### src/rtl/calc1_pkg.sv
// rtl/calc1_pkg.sv - shared command/response codes, FSM states and defaults for the calc1 request driver
//
// Purpose: single home for the constants every calc1 driver file agrees on.
// Contents:
//   DEFAULT_TIMEOUT  - default number of WAIT cycles before a local timeout
//   CMD_*            - calc1 command codes (only ADD/SUB/SHL/SHR are legal)
//   RESP_*           - response codes reported on res_resp
//   state_t          - driver FSM states
//   cmd_is_valid()   - legal-command test used at accept time
package calc1_pkg;

  localparam int DEFAULT_TIMEOUT = 16;

  localparam logic [3:0] CMD_NONE = 4'd0;
  localparam logic [3:0] CMD_ADD  = 4'd1;
  localparam logic [3:0] CMD_SUB  = 4'd2;
  localparam logic [3:0] CMD_SHL  = 4'd5;
  localparam logic [3:0] CMD_SHR  = 4'd6;

  localparam logic [1:0] RESP_NONE    = 2'd0;
  localparam logic [1:0] RESP_OK      = 2'd1;
  localparam logic [1:0] RESP_ERR     = 2'd2;
  localparam logic [1:0] RESP_TIMEOUT = 2'd3;

  typedef enum logic [2:0] {
    ST_IDLE,
    ST_SEND1,
    ST_SEND2,
    ST_WAIT,
    ST_HOLD
  } state_t;

  function automatic logic cmd_is_valid(input logic [3:0] cmd);
    logic ok;
    case (cmd)
      CMD_ADD, CMD_SUB, CMD_SHL, CMD_SHR: ok = 1'b1;
      default:                            ok = 1'b0;
    endcase
    return ok;
  endfunction

endpackage

### src/rtl/calc1_req_driver_if.sv
// rtl/calc1_req_driver_if.sv - operation, calc1 port and result signals of the calc1 request driver
//
// Purpose: bundles the three handshakes the driver sits between.
// Signals:
//   op_valid/op_ready/op_cmd/op_data1/op_data2   - operation offered to the driver
//   calc_cmd_out/calc_data_out                   - request pins towards one calc1 port
//   calc_resp_in/calc_data_in                    - response pins from that calc1 port
//   res_valid/res_ready/res_resp/res_data        - result handshake
//   busy                                         - driver is not idle
// Modports:
//   slave  - the driver itself
//   master - the environment: issues ops, plays calc1, consumes results
interface calc1_req_driver_if;

  logic        op_valid;
  logic        op_ready;
  logic [3:0]  op_cmd;
  logic [31:0] op_data1;
  logic [31:0] op_data2;

  logic [3:0]  calc_cmd_out;
  logic [31:0] calc_data_out;
  logic [1:0]  calc_resp_in;
  logic [31:0] calc_data_in;

  logic        res_valid;
  logic        res_ready;
  logic [1:0]  res_resp;
  logic [31:0] res_data;

  logic        busy;

  modport slave (
    input  op_valid, op_cmd, op_data1, op_data2,
    input  calc_resp_in, calc_data_in,
    input  res_ready,
    output op_ready,
    output calc_cmd_out, calc_data_out,
    output res_valid, res_resp, res_data,
    output busy
  );

  modport master (
    output op_valid, op_cmd, op_data1, op_data2,
    output calc_resp_in, calc_data_in,
    output res_ready,
    input  op_ready,
    input  calc_cmd_out, calc_data_out,
    input  res_valid, res_resp, res_data,
    input  busy
  );

endinterface

### src/rtl/calc1_wdog.sv
// rtl/calc1_wdog.sv - WAIT-state cycle counter that flags a local timeout
//
// Purpose: counts enabled cycles; expired is high on the edge that completes
//          the TIMEOUT_CYCLES-th enabled cycle.
// Ports:
//   clk      in  clock
//   rst_n    in  asynchronous reset, active-low
//   clear    in  synchronous clear (wins over enable)
//   enable   in  count this cycle
//   expired  out this enabled cycle is the TIMEOUT_CYCLES-th one
module calc1_wdog
  import calc1_pkg::*;
#(
  parameter int TIMEOUT_CYCLES = DEFAULT_TIMEOUT
) (
  input  logic clk,
  input  logic rst_n,
  input  logic clear,
  input  logic enable,
  output logic expired
);

  localparam int CW = $clog2(TIMEOUT_CYCLES + 1);

  logic [CW-1:0] count;

  // count holds the number of already-completed enabled cycles, so the
  // current cycle is the last allowed one when count reaches TIMEOUT-1.
  assign expired = enable && (count == CW'(TIMEOUT_CYCLES - 1));

  always_ff @(posedge clk or negedge rst_n) begin
    if (!rst_n) begin
      count <= '0;
    end else if (clear) begin
      count <= '0;
    end else if (enable && !expired) begin
      count <= count + 1'b1;
    end
  end

endmodule

### src/rtl/calc1_req_driver.sv
// rtl/calc1_req_driver.sv - drives one two-beat request into a calc1 port and returns its result
//
// Purpose: accepts an operation, sends cmd/op1 then 0/op2 on the calc1 pins,
//          waits for a response or a local timeout and holds the result until
//          it is taken. Illegal commands are answered locally with RESP_ERR.
// Ports:
//   c_clk   in  clock, all state changes on the rising edge
//   reset   in  asynchronous reset, active-low
//   bus     slave modport of calc1_req_driver_if (op, calc1 and result signals)
// Parameters:
//   TIMEOUT_CYCLES  maximum number of WAIT cycles before RESP_TIMEOUT
module calc1_req_driver
  import calc1_pkg::*;
#(
  parameter int TIMEOUT_CYCLES = DEFAULT_TIMEOUT
) (
  input  logic              c_clk,
  input  logic              reset,
  calc1_req_driver_if.slave bus
);

  state_t      state, state_n;

  logic [31:0] op2_q, op2_n;
  logic [3:0]  calc_cmd_q, calc_cmd_n;
  logic [31:0] calc_data_q, calc_data_n;
  logic        res_valid_q, res_valid_n;
  logic [1:0]  res_resp_q, res_resp_n;
  logic [31:0] res_data_q, res_data_n;

  logic        wd_clear;
  logic        wd_enable;
  logic        wd_expired;

  calc1_wdog #(
    .TIMEOUT_CYCLES(TIMEOUT_CYCLES)
  ) u_wdog (
    .clk    (c_clk),
    .rst_n  (reset),
    .clear  (wd_clear),
    .enable (wd_enable),
    .expired(wd_expired)
  );

  always_ff @(posedge c_clk or negedge reset) begin
    if (!reset) begin
      state <= ST_IDLE;
    end else begin
      state <= state_n;
    end
  end

  // Every pin value is computed for the state being entered and registered,
  // so the pins change together with the state.
  always_comb begin
    state_n     = state;
    op2_n       = op2_q;
    calc_cmd_n  = CMD_NONE;
    calc_data_n = '0;
    res_valid_n = 1'b0;
    res_resp_n  = RESP_NONE;
    res_data_n  = '0;
    wd_enable   = (state == ST_WAIT);
    wd_clear    = (state != ST_WAIT);

    case (state)
      ST_IDLE: begin
        if (bus.op_valid) begin
          if (cmd_is_valid(bus.op_cmd)) begin
            state_n     = ST_SEND1;
            calc_cmd_n  = bus.op_cmd;
            calc_data_n = bus.op_data1;
            op2_n       = bus.op_data2;
          end else begin
            state_n     = ST_HOLD;
            res_valid_n = 1'b1;
            res_resp_n  = RESP_ERR;
          end
        end
      end

      ST_SEND1: begin
        state_n     = ST_SEND2;
        calc_data_n = op2_q;
      end

      ST_SEND2: begin
        state_n = ST_WAIT;
      end

      ST_WAIT: begin
        // A response on the timeout edge still wins.
        if (bus.calc_resp_in != RESP_NONE) begin
          state_n     = ST_HOLD;
          res_valid_n = 1'b1;
          res_resp_n  = bus.calc_resp_in;
          res_data_n  = bus.calc_data_in;
        end else if (wd_expired) begin
          state_n     = ST_HOLD;
          res_valid_n = 1'b1;
          res_resp_n  = RESP_TIMEOUT;
        end
      end

      ST_HOLD: begin
        if (bus.res_ready) begin
          state_n = ST_IDLE;
        end else begin
          res_valid_n = 1'b1;
          res_resp_n  = res_resp_q;
          res_data_n  = res_data_q;
        end
      end

      default: begin
        state_n = ST_IDLE;
      end
    endcase
  end

  always_ff @(posedge c_clk or negedge reset) begin
    if (!reset) begin
      op2_q       <= '0;
      calc_cmd_q  <= CMD_NONE;
      calc_data_q <= '0;
      res_valid_q <= 1'b0;
      res_resp_q  <= RESP_NONE;
      res_data_q  <= '0;
    end else begin
      op2_q       <= op2_n;
      calc_cmd_q  <= calc_cmd_n;
      calc_data_q <= calc_data_n;
      res_valid_q <= res_valid_n;
      res_resp_q  <= res_resp_n;
      res_data_q  <= res_data_n;
    end
  end

  assign bus.op_ready      = (state == ST_IDLE);
  assign bus.busy          = (state != ST_IDLE);
  assign bus.calc_cmd_out  = calc_cmd_q;
  assign bus.calc_data_out = calc_data_q;
  assign bus.res_valid     = res_valid_q;
  assign bus.res_resp      = res_resp_q;
  assign bus.res_data      = res_data_q;

endmodule

### src/flat_wrapper.sv
// flat-port wrapper written by rule: the top's interface ports become plain ports
module calc1_req_driver_flat import calc1_pkg::*;
#(
  parameter int TIMEOUT_CYCLES = DEFAULT_TIMEOUT
)
  (c_clk, reset, bus_op_valid, bus_op_cmd, bus_op_data1, bus_op_data2, bus_calc_resp_in, bus_calc_data_in, bus_res_ready, bus_op_ready, bus_calc_cmd_out, bus_calc_data_out, bus_res_valid, bus_res_resp, bus_res_data, bus_busy);
  calc1_req_driver_if bus_i ();
  input  logic c_clk;
  input  logic reset;
  input wire logic [$bits(bus_i.op_valid)-1:0] bus_op_valid;
  input wire logic [$bits(bus_i.op_cmd)-1:0] bus_op_cmd;
  input wire logic [$bits(bus_i.op_data1)-1:0] bus_op_data1;
  input wire logic [$bits(bus_i.op_data2)-1:0] bus_op_data2;
  input wire logic [$bits(bus_i.calc_resp_in)-1:0] bus_calc_resp_in;
  input wire logic [$bits(bus_i.calc_data_in)-1:0] bus_calc_data_in;
  input wire logic [$bits(bus_i.res_ready)-1:0] bus_res_ready;
  output wire logic [$bits(bus_i.op_ready)-1:0] bus_op_ready;
  output wire logic [$bits(bus_i.calc_cmd_out)-1:0] bus_calc_cmd_out;
  output wire logic [$bits(bus_i.calc_data_out)-1:0] bus_calc_data_out;
  output wire logic [$bits(bus_i.res_valid)-1:0] bus_res_valid;
  output wire logic [$bits(bus_i.res_resp)-1:0] bus_res_resp;
  output wire logic [$bits(bus_i.res_data)-1:0] bus_res_data;
  output wire logic [$bits(bus_i.busy)-1:0] bus_busy;
  assign bus_i.op_valid = bus_op_valid;
  assign bus_i.op_cmd = bus_op_cmd;
  assign bus_i.op_data1 = bus_op_data1;
  assign bus_i.op_data2 = bus_op_data2;
  assign bus_i.calc_resp_in = bus_calc_resp_in;
  assign bus_i.calc_data_in = bus_calc_data_in;
  assign bus_i.res_ready = bus_res_ready;
  assign bus_op_ready = bus_i.op_ready;
  assign bus_calc_cmd_out = bus_i.calc_cmd_out;
  assign bus_calc_data_out = bus_i.calc_data_out;
  assign bus_res_valid = bus_i.res_valid;
  assign bus_res_resp = bus_i.res_resp;
  assign bus_res_data = bus_i.res_data;
  assign bus_busy = bus_i.busy;
  calc1_req_driver #(.TIMEOUT_CYCLES(TIMEOUT_CYCLES)) u_core (.c_clk(c_clk), .reset(reset), .bus(bus_i));
endmodule
### config.mk
export PLATFORM = sky130hd
export DESIGN_NAME = calc1_req_driver_flat
export DESIGN_NICKNAME = d
export VERILOG_FILES = /design/src/rtl/calc1_pkg.sv /design/src/rtl/calc1_req_driver_if.sv /design/src/rtl/calc1_wdog.sv /design/src/rtl/calc1_req_driver.sv /design/src/flat_wrapper.sv
export SDC_FILE = /design/constraint.sdc
export NUM_CORES = 1
export LEC_CHECK = 0
export ABC_AREA = 1
export BUFFER_PORTS_ARGS = -buffer_cell sky130_fd_sc_hd__buf_2
export CORE_MARGIN = 2
export CORE_UTILIZATION = 49
export CTS_CLUSTER_DIAMETER = 120
export DETAILED_ROUTE_END_ITERATION = 16
export PLACE_DENSITY_LB_ADDON = 0.1
export SYNTH_ARGS = -nofsm -noshare
export SYNTH_HDL_FRONTEND = slang
export SYNTH_SLANG_ARGS = --single-unit
### constraint.sdc
create_clock -name c_clk -period 2 [get_ports c_clk]
set_clock_uncertainty 0.15 [all_clocks]
set_input_delay 0.3 -clock c_clk [delete_from_list [all_inputs] [get_ports c_clk]]
set_output_delay 0.3 -clock c_clk [all_outputs]
set_load 0.005 [all_outputs]
Word-level counts from Yosys, hierarchy flattened
Cells that the tools add are included.
Widths: inputs -> output; s select.
{ "classes": {"n_eq_ne": 13, "mux": 32, "n_addsub": 1, "reduce_logical": 10} }
{ "ops": {"columns": ["operator", "n"], "rows": [
  ["$mux 32", 4],
  ["$pmux 32 s2", 2],
  ["$mux 3", 5],
  ["$pmux 3 s5", 1],
  ["$mux 4", 3],
  ["$mux 2", 5],
  ["$mux 5", 2],
  ["$eq 4x3->1 const B", 2],
  ["$mux 1", 8],
  ["$eq 3x2->1 const B", 2],
  ["$pmux 2 s3", 1],
  ["$reduce_and 3->1", 2],
  ["$add 5x1->5 const B", 1],
  ["$eq 5x4->1 const B", 1],
  ["$eq 4x1->1 const B", 1],
  ["$eq 4x2->1 const B", 1],
  ["$ne 2x2->1 const B", 2],
  ["$reduce_bool 2->1", 2],
  ["$reduce_or 4->1", 1],
  ["$eq 3x1->1 const B", 1],
  ["$eq 3x3->1 const B", 1],
  ["$logic_not 3->1", 1],
  ["$ne 3x1->1 const B", 1],
  ["$ne 3x2->1 const B", 1],
  ["other kinds (4)", 5]
]} }
{ "word_totals": {"wordCells": 64, "reg_bits": 111, "output_inout_bits": 73, "inputBits": 106} }

Longest topological paths before layout
{ "logic_depth": {"ltp_word": 8, "depth_mapped": 10, "depth_no_buf": 10} }

By module
From an unflattened synthesis, not the netlist that was laid out.
{ "hier_totals": {"hier_cells": 514, "hier_area_um2": 4575.6} }
{ "modules_own_cells": {"columns": ["mod", "cells_each", "n_inst", "area_per_inst_um2"], "rows": [
  ["calc1_req_driver", 476, 1, 4300.4],
  ["calc1_wdog", 38, 1, 275.3]
]} }

Worst setup path before layout
OpenSTA, ideal clock, no wires.
{ "synth_path": {"path_kind": "register -> register", "start": "reg u_core.u_wdog.count[0]", "end": "reg u_core.state[0]", "stages_incl_launch_ff": 11, "required_time_ns": 1.734, "t_arrival_ns": 1.365, "period_less_slack_ns": 1.631, "setup_slack_ns": 0.369, "setup_ns": 0.116, "cell_sequence": "dfrtp_1 > ha_1 > nand2_1 > nor2_1 > ha_1 > inv_1 > nand2_1 > nor2_1 > nor2_1 > nand2_1 > nand2_1"} }
{ "synth_between": {"elab_chain_len": 4} }
{ "synth_lines": {"columns": ["element", "line_no", "text"], "rows": [
  ["start, declared", "calc1_wdog.sv:25", "logic [CW-1:0] count;"],
  ["start signal, assigned", "calc1_wdog.sv:37", "count <= count + 1'b1;"],
  ["$eq 5x4->1", "calc1_wdog.sv:29", "assign expired = enable && (count == CW'(TIMEOUT_CYCLES - 1));"],
  ["$logic_and 1x1->1", "calc1_wdog.sv:29", null],
  ["$ne 3x1->1 (no source line)", null, null],
  ["$reduce_and 3->1 (no source line)", null, null],
  ["end signal, assigned", "calc1_req_driver.sv:49", "state <= state_n;"],
  ["end, declared", "calc1_req_driver.sv:22", "state_t state, state_n;"]
]} }
No other way between the ends.
A chain may end at the register's enable or synchronous reset.

Worst setup path in the final report
{ "layout_path": {"start": "in bus_op_cmd[1]", "end": "reg u_core.op2_q[1]"} }
{ "layout_between": {"elab_chain_len": 6, "word_cells_on_any_way": 9, "cone_classes": "eq/ne: 4; mux: 3; reduce/logical: 2"} }
{ "layout_lines": {"columns": ["element", "line_no", "text"], "rows": [
  ["start, declared", "flat_wrapper.sv:11", "input wire logic [$bits(bus_i.op_cmd)-1:0] bus_op_cmd;"],
  ["$eq 4x1->1, or another cell as far along", "calc1_pkg.sv:35", "case (cmd)"],
  ["$reduce_or 4->1 *", "calc1_pkg.sv:35", null],
  ["$mux 1 *", "calc1_pkg.sv:35", null],
  ["$mux 1 *", "calc1_req_driver.sv:68", "if (bus.op_valid) begin"],
  ["$mux 1 *", "calc1_req_driver.sv:66", "case (state)"],
  ["$reduce_and 3->1 (no source line) *", null, null],
  ["end signal, assigned", "calc1_req_driver.sv:130", "op2_q <= op2_n;"],
  ["end, declared", "calc1_req_driver.sv:24", "logic [31:0] op2_q, op2_n;"]
]} }
Mark *: on every way between the ends. The rest lies on a longest branch, timed or not. The select of a mux whose other input is x is not followed.

==> out/qor.txt <==
status - finished clean
Starting Density - 0.501
Die W - 101 µm
total power - 6.14 mW
pre-CTS setup slack - 0.221 ns
Top FF cell, synth - dfrtp_1
routed vias/inst - 4.93
Post-synth top cells - nand3_1, nand2_1, dfrtp_1, inv_1, o21ai_0
io pins - 179
Post-Place Cell Area - 5560 µm²
CP arrival - 1.94 ns
postcts setup bufs - 0
CTS root buf - clkbuf_8
synth unique cells - 20
mean routed wirelength per cell - 13.7 µm
CTS buffer count - 9
Async SR Flop Fraction - 1.00
pwr dens - 1000 nW/µm²
FILL cells - 773
fmax - 0.557 GHz
Die Ht - 101 µm
core region area - 9200 µm²
Buffers on Ports - 178
min cycle time layout - 1.79 ns
vias in the first global route - 3,966
startpoint types - primary input
Max FO, Critical Path - 60
VDD IR-drop max - 0.604 mV
GRT Resource Usage Total - 0.227
die area - 10,200 µm²
sequential area share after synthesis - 0.603
Tightest Pin Transition - 0.586 ns
syn_area_per_cell - 9.06 µm²
Final period util - 0.897
CTS tree - done
critical path class - in -> reg
max_cap viols - 0
Static Leak - 3.40 nW
1st-iter DRT viols - 148
Critical Path Sink Type - flip-flop
slew margin rel. - 0.609
syn_nets - 616
Area Growth Syn to Fin - 32.9%
first-pass GRT wire length - 18.4 mm
largest net degree at the start of global routing - 112
worst hold path class - in -> reg
Synth top area share - 0.603
YS warnings - 0
Layout Cell Area excl Fill - 6120 µm²
# DRC - 0
FF/Latch Area - 2780 µm²
RSZ-0062 raised after global routing - no
final WL - 11.3 mm
Final Max Slew Viols - 0
clock sink count - 111
Synth Register Bits - 111
Detail Placement HPWL - 7.28 mm
CTS H-Tree Depth - 3
layout cells sized above 1 - 0.291
synthesized cell area - 4600 µm²
Overflow after GRT - 0
# nets final - 819
Pre-antenna DRT Iters - 4
clock insertion delay at the later pin of the skew report - 0.36 ns
Syn Inst Count - 508
ANT nets after route - 0
gp weighted congestion - 0.842
area occupied by multi-input gates - 1460 µm²
Worst-path clk slew - 0.11 ns
Post-synth EDFFs - 0
initial antenna violation count - 0
Synth area leaders - dfrtp_1, nand3_1, nand2_1
clk buf depth - 2
routed via count - 4,081
endpoints failing setup - 0
# diodes - 0
TNS Setup - 0 ns
FP Rows - 35
biggest area consumer among synthesized cells - dfrtp_1
count leader, synth - nand3_1
final worst setup slack - 0.205 ns
required time of the critical path - 2.14 ns
final-report hold violation count - 0
layout make-up:
cell class | count | area share
flip-flops and latches | 111 | 0.454
multi-input cells | 315 | 0.238
repair buffers | 225 | 0.225
inverters | 49 | 0.0301
clock buffers | 11 | 0.0231
well taps | 111 | 0.0227
clock inverters | 5 | 0.00634
timing repair:
action                    CTS  global route
gates resized for setup     0             0
hold endpoints to repair  148             0
hold buffers               38             0
power by group:
| group | internal [mW] | switching (mW) | total [mW] |
|---|---|---|---|
| registers | 2.79 | 0.272 | 3.06 |
| clock network | 0.498 | 0.750 | 1.25 |
| logic | 0.682 | 1.15 | 1.83 |
| total | 3.97 | 2.17 | 6.14 |
cells in the final DEF (no fill, tap or decap), drive strengths merged:
cell type	count
ha	2
conb	1
clkinv	2
o211ai	1
o22ai	1
dfrtp	111
nor3	1
buf	187
clkbuf	11
nand3	139
nor2	17
clkinvlp	1
nand4	2
a21oi	1
nand2	116
inv	51
o21ai	34
dlygate4sd3	38
flip-flops by register name, summed over array words and instances, names as in the netlist:
signal / count
u_core.op2_q: 32
u_core.bus.res_resp: 2
u_core.bus.calc_cmd_out: 4
u_core.bus.res_valid: 1
u_core.bus.calc_data_out: 32
u_core.bus.res_data: 32
u_core.state: 3
u_core.u_wdog.count: 5
stage by stage:
stage	utilization	instances	hold WS [ns]
after global placement	0.604	773	0.277
after global routing	0.665	827	0.00645
after floorplan	-	508	-0.146
final	0.665	827	0.0124
after CTS	0.665	827	0.000282
after detailed placement	0.604	773	0.278
routing by layer:
| metal | share of wire | global-route usage | wire length (µm) |
|---|---|---|---|
| met1 | 0.46 | 0.305 | 5180 |
| met5 | 0 | 0 | 0 |
| met4 | 0.019 | 0.0915 | 219 |
| met3 | 0.054 | 0.0326 | 612 |
| met2 | 0.47 | 0.374 | 5300 |
cell families (layout without fill, tap and decap cells):
logic type | count (synthesis) | count (layout) | synth area share
other | 1 | 1 | 0.000814
AO/OA/AOI/OAI | 37 | 37 | 0.0410
flip-flops | 111 | 111 | 0.603
AND/OR/NAND/NOR | 275 | 275 | 0.268
buffers and inverters | 82 | 290 | 0.0818
adder cells (fa/ha/maj) | 2 | 2 | 0.00543
worst paths after layout:
check,start,to,slack (ns),cells after the start
max,bus_op_cmd[1],u_core.op2_q[1]$_DFFE_PN0P_,0.21,8
min,bus_op_data2[4],u_core.op2_q[4]$_DFFE_PN0P_,0.01,3
max reg2reg,u_core.u_wdog.count[0]$_DFFE_PN0P_,u_core.state[0]$_DFFE_PN0P_,0.21,10
min reg2reg,u_core.op2_q[9]$_DFFE_PN0P_,u_core.op2_q[9]$_DFFE_PN0P_,0.33,2
max in group asynchronous,reset,u_core.op2_q[2]$_DFFE_PN0P_,0.85,3
min in group asynchronous,reset,u_core.bus.res_data[16]$_DFFE_PN0P_,0.39,3
critical path, stage by stage:
cell and delay, ns:
dlygate4sd3_1 0.55, buf_2 0.14, nand2_1 0.08, nand2_1 0.08
nor2_4 0.24, buf_12 0.28, nand3_1 0.13, nand2_1 0.09
No activity file was read; power rests on OpenSTA's default activity.
